`config.mk`:
```
export PLATFORM = sky130hd
export DESIGN_NAME = decode_ibuf
export DESIGN_NICKNAME = d
export VERILOG_FILES = /design/src/rtl/decode_ibuf.sv
export SDC_FILE = /design/constraint.sdc
export NUM_CORES = 2
export LEC_CHECK = 0
export CAP_MARGIN = 15
export CORE_AREA = 2 2 305 276
export DETAILED_ROUTE_END_ITERATION = 6
export DIE_AREA = 0 0 307 278
export PLACE_DENSITY = 0.86
export SLEW_MARGIN = 20
export SYNTH_ARGS = -nofsm -noshare
export SYNTH_HDL_FRONTEND = slang
export SYNTH_SLANG_ARGS = --single-unit
export TNS_END_PERCENT = 1
```
`constraint.sdc`:
```
create_clock -name clk -period 12.4 [get_ports clk]
set_input_delay 1.86 -clock clk [delete_from_list [all_inputs] [get_ports clk]]
set_output_delay 1.86 -clock clk [all_outputs]
set_load 0.01 [all_outputs]
```
`src/rtl/decode_ibuf.sv`:
```
// Multi-lane instruction buffer between fetch and decode with register-field pre-decode.
// Circular storage, first-word-fall-through output lanes, flush on redirect.
module decode_ibuf #(
    parameter int unsigned DEPTH = 8,
    parameter int unsigned ENQ_W = 2,
    parameter int unsigned DEQ_W = 2,
    parameter int unsigned XLEN  = 64
) (
    input  logic                         clk,
    input  logic                         resetn,
    input  logic                         flush,
    input  logic [ENQ_W-1:0]             in_valid,
    input  logic [ENQ_W*XLEN-1:0]        in_pc,
    input  logic [ENQ_W*32-1:0]          in_instr,
    output logic                         in_ready,
    output logic [DEQ_W-1:0]             out_valid,
    output logic [DEQ_W*XLEN-1:0]        out_pc,
    output logic [DEQ_W*32-1:0]          out_instr,
    output logic [DEQ_W*5-1:0]           out_ra1,
    output logic [DEQ_W*5-1:0]           out_ra2,
    output logic [DEQ_W*5-1:0]           out_rd,
    input  logic [$clog2(DEQ_W+1)-1:0]   out_take,
    output logic [$clog2(DEPTH+1)-1:0]   count
);

    localparam int unsigned PTR_W = $clog2(DEPTH);
    localparam int unsigned CNT_W = $clog2(DEPTH + 1);
    localparam int unsigned IW    = 32;

    logic [PTR_W-1:0] head;
    logic [PTR_W-1:0] tail;
    logic [PTR_W-1:0] head_nxt;
    logic [PTR_W-1:0] tail_nxt;
    logic [CNT_W-1:0] count_nxt;
    logic             in_ready_nxt;
    logic [DEQ_W-1:0] out_valid_nxt;
    logic [CNT_W-1:0] nenq;
    logic [CNT_W-1:0] ntake;
    logic             enq_run;
    logic             enq_go;

    logic [XLEN-1:0]  mem_pc    [DEPTH];
    logic [IW-1:0]    mem_instr [DEPTH];

    // Accepted lanes: leading run of set valid bits from lane 0
    always_comb begin
        nenq    = '0;
        enq_run = 1'b1;
        for (int unsigned i = 0; i < ENQ_W; i++) begin
            if (enq_run && in_valid[i]) begin
                nenq = nenq + CNT_W'(1);
            end else begin
                enq_run = 1'b0;
            end
        end
    end

    // Oversized take requests clamp to lane count and occupancy
    always_comb begin
        ntake = CNT_W'(out_take);
        if (ntake > CNT_W'(DEQ_W)) begin
            ntake = CNT_W'(DEQ_W);
        end
        if (ntake > count) begin
            ntake = count;
        end
    end

    assign enq_go = in_ready && !flush;

    // Pointer/occupancy update; flush overrides both enqueue and take
    always_comb begin
        head_nxt      = head + PTR_W'(ntake);
        tail_nxt      = tail;
        count_nxt     = count - ntake;
        out_valid_nxt = '0;
        if (enq_go) begin
            tail_nxt  = tail + PTR_W'(nenq);
            count_nxt = count_nxt + nenq;
        end
        if (flush) begin
            head_nxt  = '0;
            tail_nxt  = '0;
            count_nxt = '0;
        end
        in_ready_nxt = (count_nxt <= CNT_W'(DEPTH - ENQ_W));
        for (int unsigned i = 0; i < DEQ_W; i++) begin
            out_valid_nxt[i] = (CNT_W'(i) < count_nxt);
        end
    end

    // in_ready and out_valid are pure functions of occupancy, so they are
    // registered from the next occupancy and track count exactly.
    always_ff @(posedge clk or negedge resetn) begin
        if (!resetn) begin
            head      <= '0;
            tail      <= '0;
            count     <= '0;
            in_ready  <= 1'b1;
            out_valid <= '0;
        end else begin
            head      <= head_nxt;
            tail      <= tail_nxt;
            count     <= count_nxt;
            in_ready  <= in_ready_nxt;
            out_valid <= out_valid_nxt;
        end
    end

    // Storage is not reset; validity is carried by count alone
    always_ff @(posedge clk) begin
        for (int unsigned i = 0; i < ENQ_W; i++) begin
            if (enq_go && (CNT_W'(i) < nenq)) begin
                mem_pc[tail + PTR_W'(i)]    <= in_pc[i*XLEN +: XLEN];
                mem_instr[tail + PTR_W'(i)] <= in_instr[i*IW +: IW];
            end
        end
    end

    for (genvar g = 0; g < DEQ_W; g++) begin : g_lane
        logic [PTR_W-1:0] idx;
        assign idx                       = head + PTR_W'(g);
        assign out_pc[g*XLEN +: XLEN]    = mem_pc[idx];
        assign out_instr[g*IW +: IW]     = mem_instr[idx];
        assign out_ra1[g*5 +: 5]         = mem_instr[idx][19:15];
        assign out_ra2[g*5 +: 5]         = mem_instr[idx][24:20];
        assign out_rd[g*5 +: 5]          = mem_instr[idx][11:7];
    end

endmodule

```
; After elaboration in Yosys (flattened, before gate mapping)
; Memories as Yosys holds them, arrays and structs flattened.
; Index checks and enable logic that the tools add are counted.
; W data, S select, Z words.
[classes]
reduce_logical = 6
addsub = 7
mux = 14
order_cmp = 7
[ops]
columns = operator, n
row1 = $lt A1 B4 Y1 const A, 4
row2 = $mux W4, 3
row3 = $mux W3, 3
row4 = $add A3 B1 Y3 const B, 2
row5 = $add A3 B3 Y3, 2
row6 = $mux W1, 6
row7 = $add A4 B4 Y4, 1
row8 = $gt A4 B4 Y1, 1
row9 = $le A4 B3 Y1 const B, 1
row10 = $logic_and A1 B1 Y1, 4
row11 = $mux W2, 2
row12 = $sub A4 B4 Y4, 1
row13 = $add A1 B1 Y2 const B, 1
row14 = $gt A2 B2 Y1 const B, 1
row15 = $reduce_bool A2 Y1, 1
row16 = $logic_not A1 Y1, 1
[word_totals]
in_bits = 199
word_cells = 41
ramBits = 768
memories = 2
register_bits = 13
out_inout_bits = 229
[mem_list]
columns = memory, depth, width, read_ports, rd_clocked_by_memory_dff, write_ports, line_no
row1 = mem_pc, 8, 64, 2, 0, 2, 42  ; logic [XLEN-1:0] mem_pc [DEPTH];
row2 = mem_instr, 8, 32, 2, 0, 2, 43  ; logic [IW-1:0] mem_instr [DEPTH];

; Depth between registers and ports, before layout
[logic_depth]
depth_word = 9
depth_mapped = 14
mapped_depth_nobuf = 14

; Worst setup path before layout
; Ideal clock, no wire load.
[synth_path]
path_type = in2reg
from = input port flush
to = memory mem_instr[1][0] (enable)
required_ns = 11.709
stages = 2
slack_ns = 2.337
setup_time_ns = 0.691
arrival_time_ns = 9.372
path_buffers = 0
path_cell_list = nand4b_2 > o31ai_1
[synth_rtl]
columns = element, line_no
row1 = "start, declared", 11  ; input logic flush,
row2 = "end, declared", 43

; Worst setup path in the final report
[layout_path]
from = register head[0]
to = output port out_instr[41]
[layout_between]
elab_chain_cells = 2
[layout_lines]
columns = element, line_no
row1 = "start, declared", 30  ; logic [PTR_W-1:0] head;
row2 = "start signal, assigned", 102  ; head <= head_nxt;
row3 = $add A3 B1 Y3, 122  ; assign idx = head + PTR_W'(g);
row4 = $mem_v2 Z8 W32, --
row5 = "end, declared", 18  ; output logic [DEQ_W*32-1:0] out_instr,
; Every way passes these cells.

==> results_dict.tcl <==
set metrics [dict create \
    synth_mux_area_frac 0.434 \
    status "finished, final reports clean" \
    overflow 0 \
    vias_per_cell 6.76 \
    yosysWarnings 0 \
    skew_ns 0.0252 \
    globalplace.congestion 0.798 \
    synth_edf_count 768 \
    async_flop_share 0.0166 \
    post_cts_buffers 0 \
    grt_antenna_before_repair 29 \
    synth_simple_gate_area_frac 0.00730 \
    initial_utilization 0.545 \
    period_minus_slack_ns 7.36 \
    grtUsageTotal 0.286 \
    numPortBuffers 427 \
    hpwlAfterDp_microns 69500 \
    drive_gt1_frac 0.483 \
    cts_resized 0 \
    routed_wl_microns 122000 \
    worstSetupEndpointType "output pin" \
    grt_pass1_wl_microns 182000 \
    cp.arrival_ns 5.50 \
    holdWs_ns 0.695 \
    antenna_left 0 \
    die_w_microns 307 \
    clk_pin_slew_worst_paths_ns 0.06 \
    cts_tree "built" \
    ys_ff_latch 781 \
    setup_violations 0 \
    synthFlopType "edfxtp_1" \
    first_pass_iters 5 \
    cp_max_fo 46 \
    area_delta_synth_final_pct 17.1 \
    fp.dieH_microns 278 \
    drc 0 \
    pwr_density_cell_nw_per_um2 201 \
    cts.sinks 781 \
    grt_pass1_vias 28300 \
    tightestPinTransition_ns 1.10 \
    ir_worst_vdd_mv 0.166 \
    synth_top_family_by_area "multiplexers" \
    cts_buffers 85 \
    wl_per_cell_microns 31.1 \
    synthCells 2438 \
    synth.avg_cell_area_sq_um 18.4 \
    fin_nets 2990 \
    fin_crit_sh 0.594 \
    cp.required_ns 10.54 \
    final.setup.tns_ns 0 \
    synth_compound_area_frac 0.00243 \
    crit_path_start_kind "register" \
    yosysSeqAreaShare 0.521 \
    vias 26500 \
    syn-num-nets 2651 \
    postCtsHoldBufs 0 \
    maxCapViolCount 0 \
    synthDistinctLibCells 39 \
    maxSlewHeadroom 0.265 \
    num_rows 100 \
    core_sq_um 82300 \
    ios 428 \
    slew_violations 0 \
    drtIter0Drc 2504 \
    ctsRootBufferMaster "clkbuf_16" \
    htreeDepth 3 \
    static-leakage-power_nw 16.5 \
    synth_xor_area_frac 0.00220 \
    fmax_ghz 0.136 \
    finalHoldViolations 0 \
    grt_max_degree 149 \
    synth_fa_ha_area_frac 0.00457 \
    critical_path_class "register to output pin" \
    rsz0062_at_grt "no" \
    dieArea_sq_um 85300 \
    clk_path_buf_depth 3 \
    mappedNetlistArea_sq_um 44900 \
    hp-class "register to register" \
    worstSkewPairLatency_ns 0.63 \
]
==> metrics by stage <==
step	area, sq um	instances	setup slack, ns	utilization	total power, mW
2_1_floorplan	44900	2438	2.34	-	6.18
3_3_place_gp	49800	3761	5.65	0.604	7.98
3_5_place_dp	49800	3761	5.61	0.604	8.05
4_1_cts	52500	3912	4.92	0.638	10.6
5_1_grt	52500	3921	4.67	0.638	10.9
6_report	52500	3924	5.04	0.638	10.5
==> layout by cell type (no fill, tap or decap), drive strengths merged, types with 2 or more instances in the layout <==
master	n
o31ai	2
buf	45
diode	12
mux4	384
dfrtp	12
nor3	7
nor2b	6
clkinv	31
nor2	11
a21o	3
a21oi	3
xor2	6
or4	2
or3	2
a31o	2
inv	9
mux2i	3
nor3b	2
nand2b	3
clkbuf	108
fa	4
edfxtp	768
ha	10
clkdlybuf4s50	427
nand2	7
o21bai	2
nand3	4
o21ai	2
mux2	960
bufinv	9
==> cell usage after synthesis, drive strengths merged, types with 4 or more instances <==
master  instances  share of area
nor3            7         0.0024
dfrtp          12         0.0067
inv             7        0.00059
mux2          960           0.24
ha             10         0.0028
mux4          384           0.19
buf           184          0.024
nand3           4        0.00072
nand2           7        0.00059
edfxtp        768           0.51
nor2           11        0.00092
clkbuf         36         0.0030
nor2b           6        0.00084
xor2            6         0.0016
fa              4         0.0018
==> flip-flops by register name, summed over array words and instances, names as in the netlist <==
signal,cells
mem_instr,256
out_valid,2
in_ready,1
count,4
head,3
mem_pc,512
tail,3
==> area by class of cell <==
class,instances,area (sq um)
Clock inverter,43,453
Clock buffer,108,2300
Inverter,7,26.3
Fill cell,5536,29800
Antenna cell,12,30.0
Tap cell,1071,1340
Sequential cell,781,23400
Multi-Input combinational cell,1430,20300
Timing Repair Buffer,472,4640
==> critical path: stages (launching register included) <==
cell	delay, ns
dfrtp_4	0.93
ha_4	0.77
buf_4	0.83
buf_4	0.79
mux4_2	0.60
mux2_2	0.30
clkdlybuf4s50_1	0.49
==> path summary, 6_finish.rpt <==
path                            startpoint            end  slack [ns]  cells after the start
min in group asynchronous           resetn       count[0]        1.62                      1
worst max register to register    in_ready  mem_pc[5][60]        7.99                      6
worst max-delay path               head[0]  out_instr[41]        5.04                      6
worst min-delay path              in_ready        tail[0]        0.69                      2
worst min register to register    in_ready        tail[0]        0.69                      2
max in group asynchronous           resetn        head[1]       10.32                      1
==> metal layers <==
layer | wire, microns | vias to the layer above | share of wire | GRT usage
li1 | - | 10900 | - | -
met1 | 46000 | 13900 | 0.38 | 0.378
met2 | 60800 | 1381 | 0.50 | 0.472
met3 | 11100 | 281 | 0.091 | 0.0627
met4 | 3820 | 34 | 0.031 | 0.0953
met5 | 229 | - | 0.0019 | 0
==> power breakdown <==
| part | leakage, nW | switching [mW] | internal [mW] |
|---|---|---|---|
| logic | 8.07 | 2.16 | 2.67 |
| clock network | 1.34 | 1.04 | 1.49 |
| registers | 7.11 | 0.116 | 3.07 |
==> logic make-up after synthesis <==
| kind of cell | after synthesis |
|---|---|
| AOI/OAI and AO/OA | 16 |
| xor gates and xnor gates | 7 |
| adders and majority gates | 14 |
| buffers and inverters | 227 |
| DFF | 781 |
| muxes | 1347 |
| and+or+nand+nor | 46 |
No activity file was read; power rests on OpenSTA's default activity.
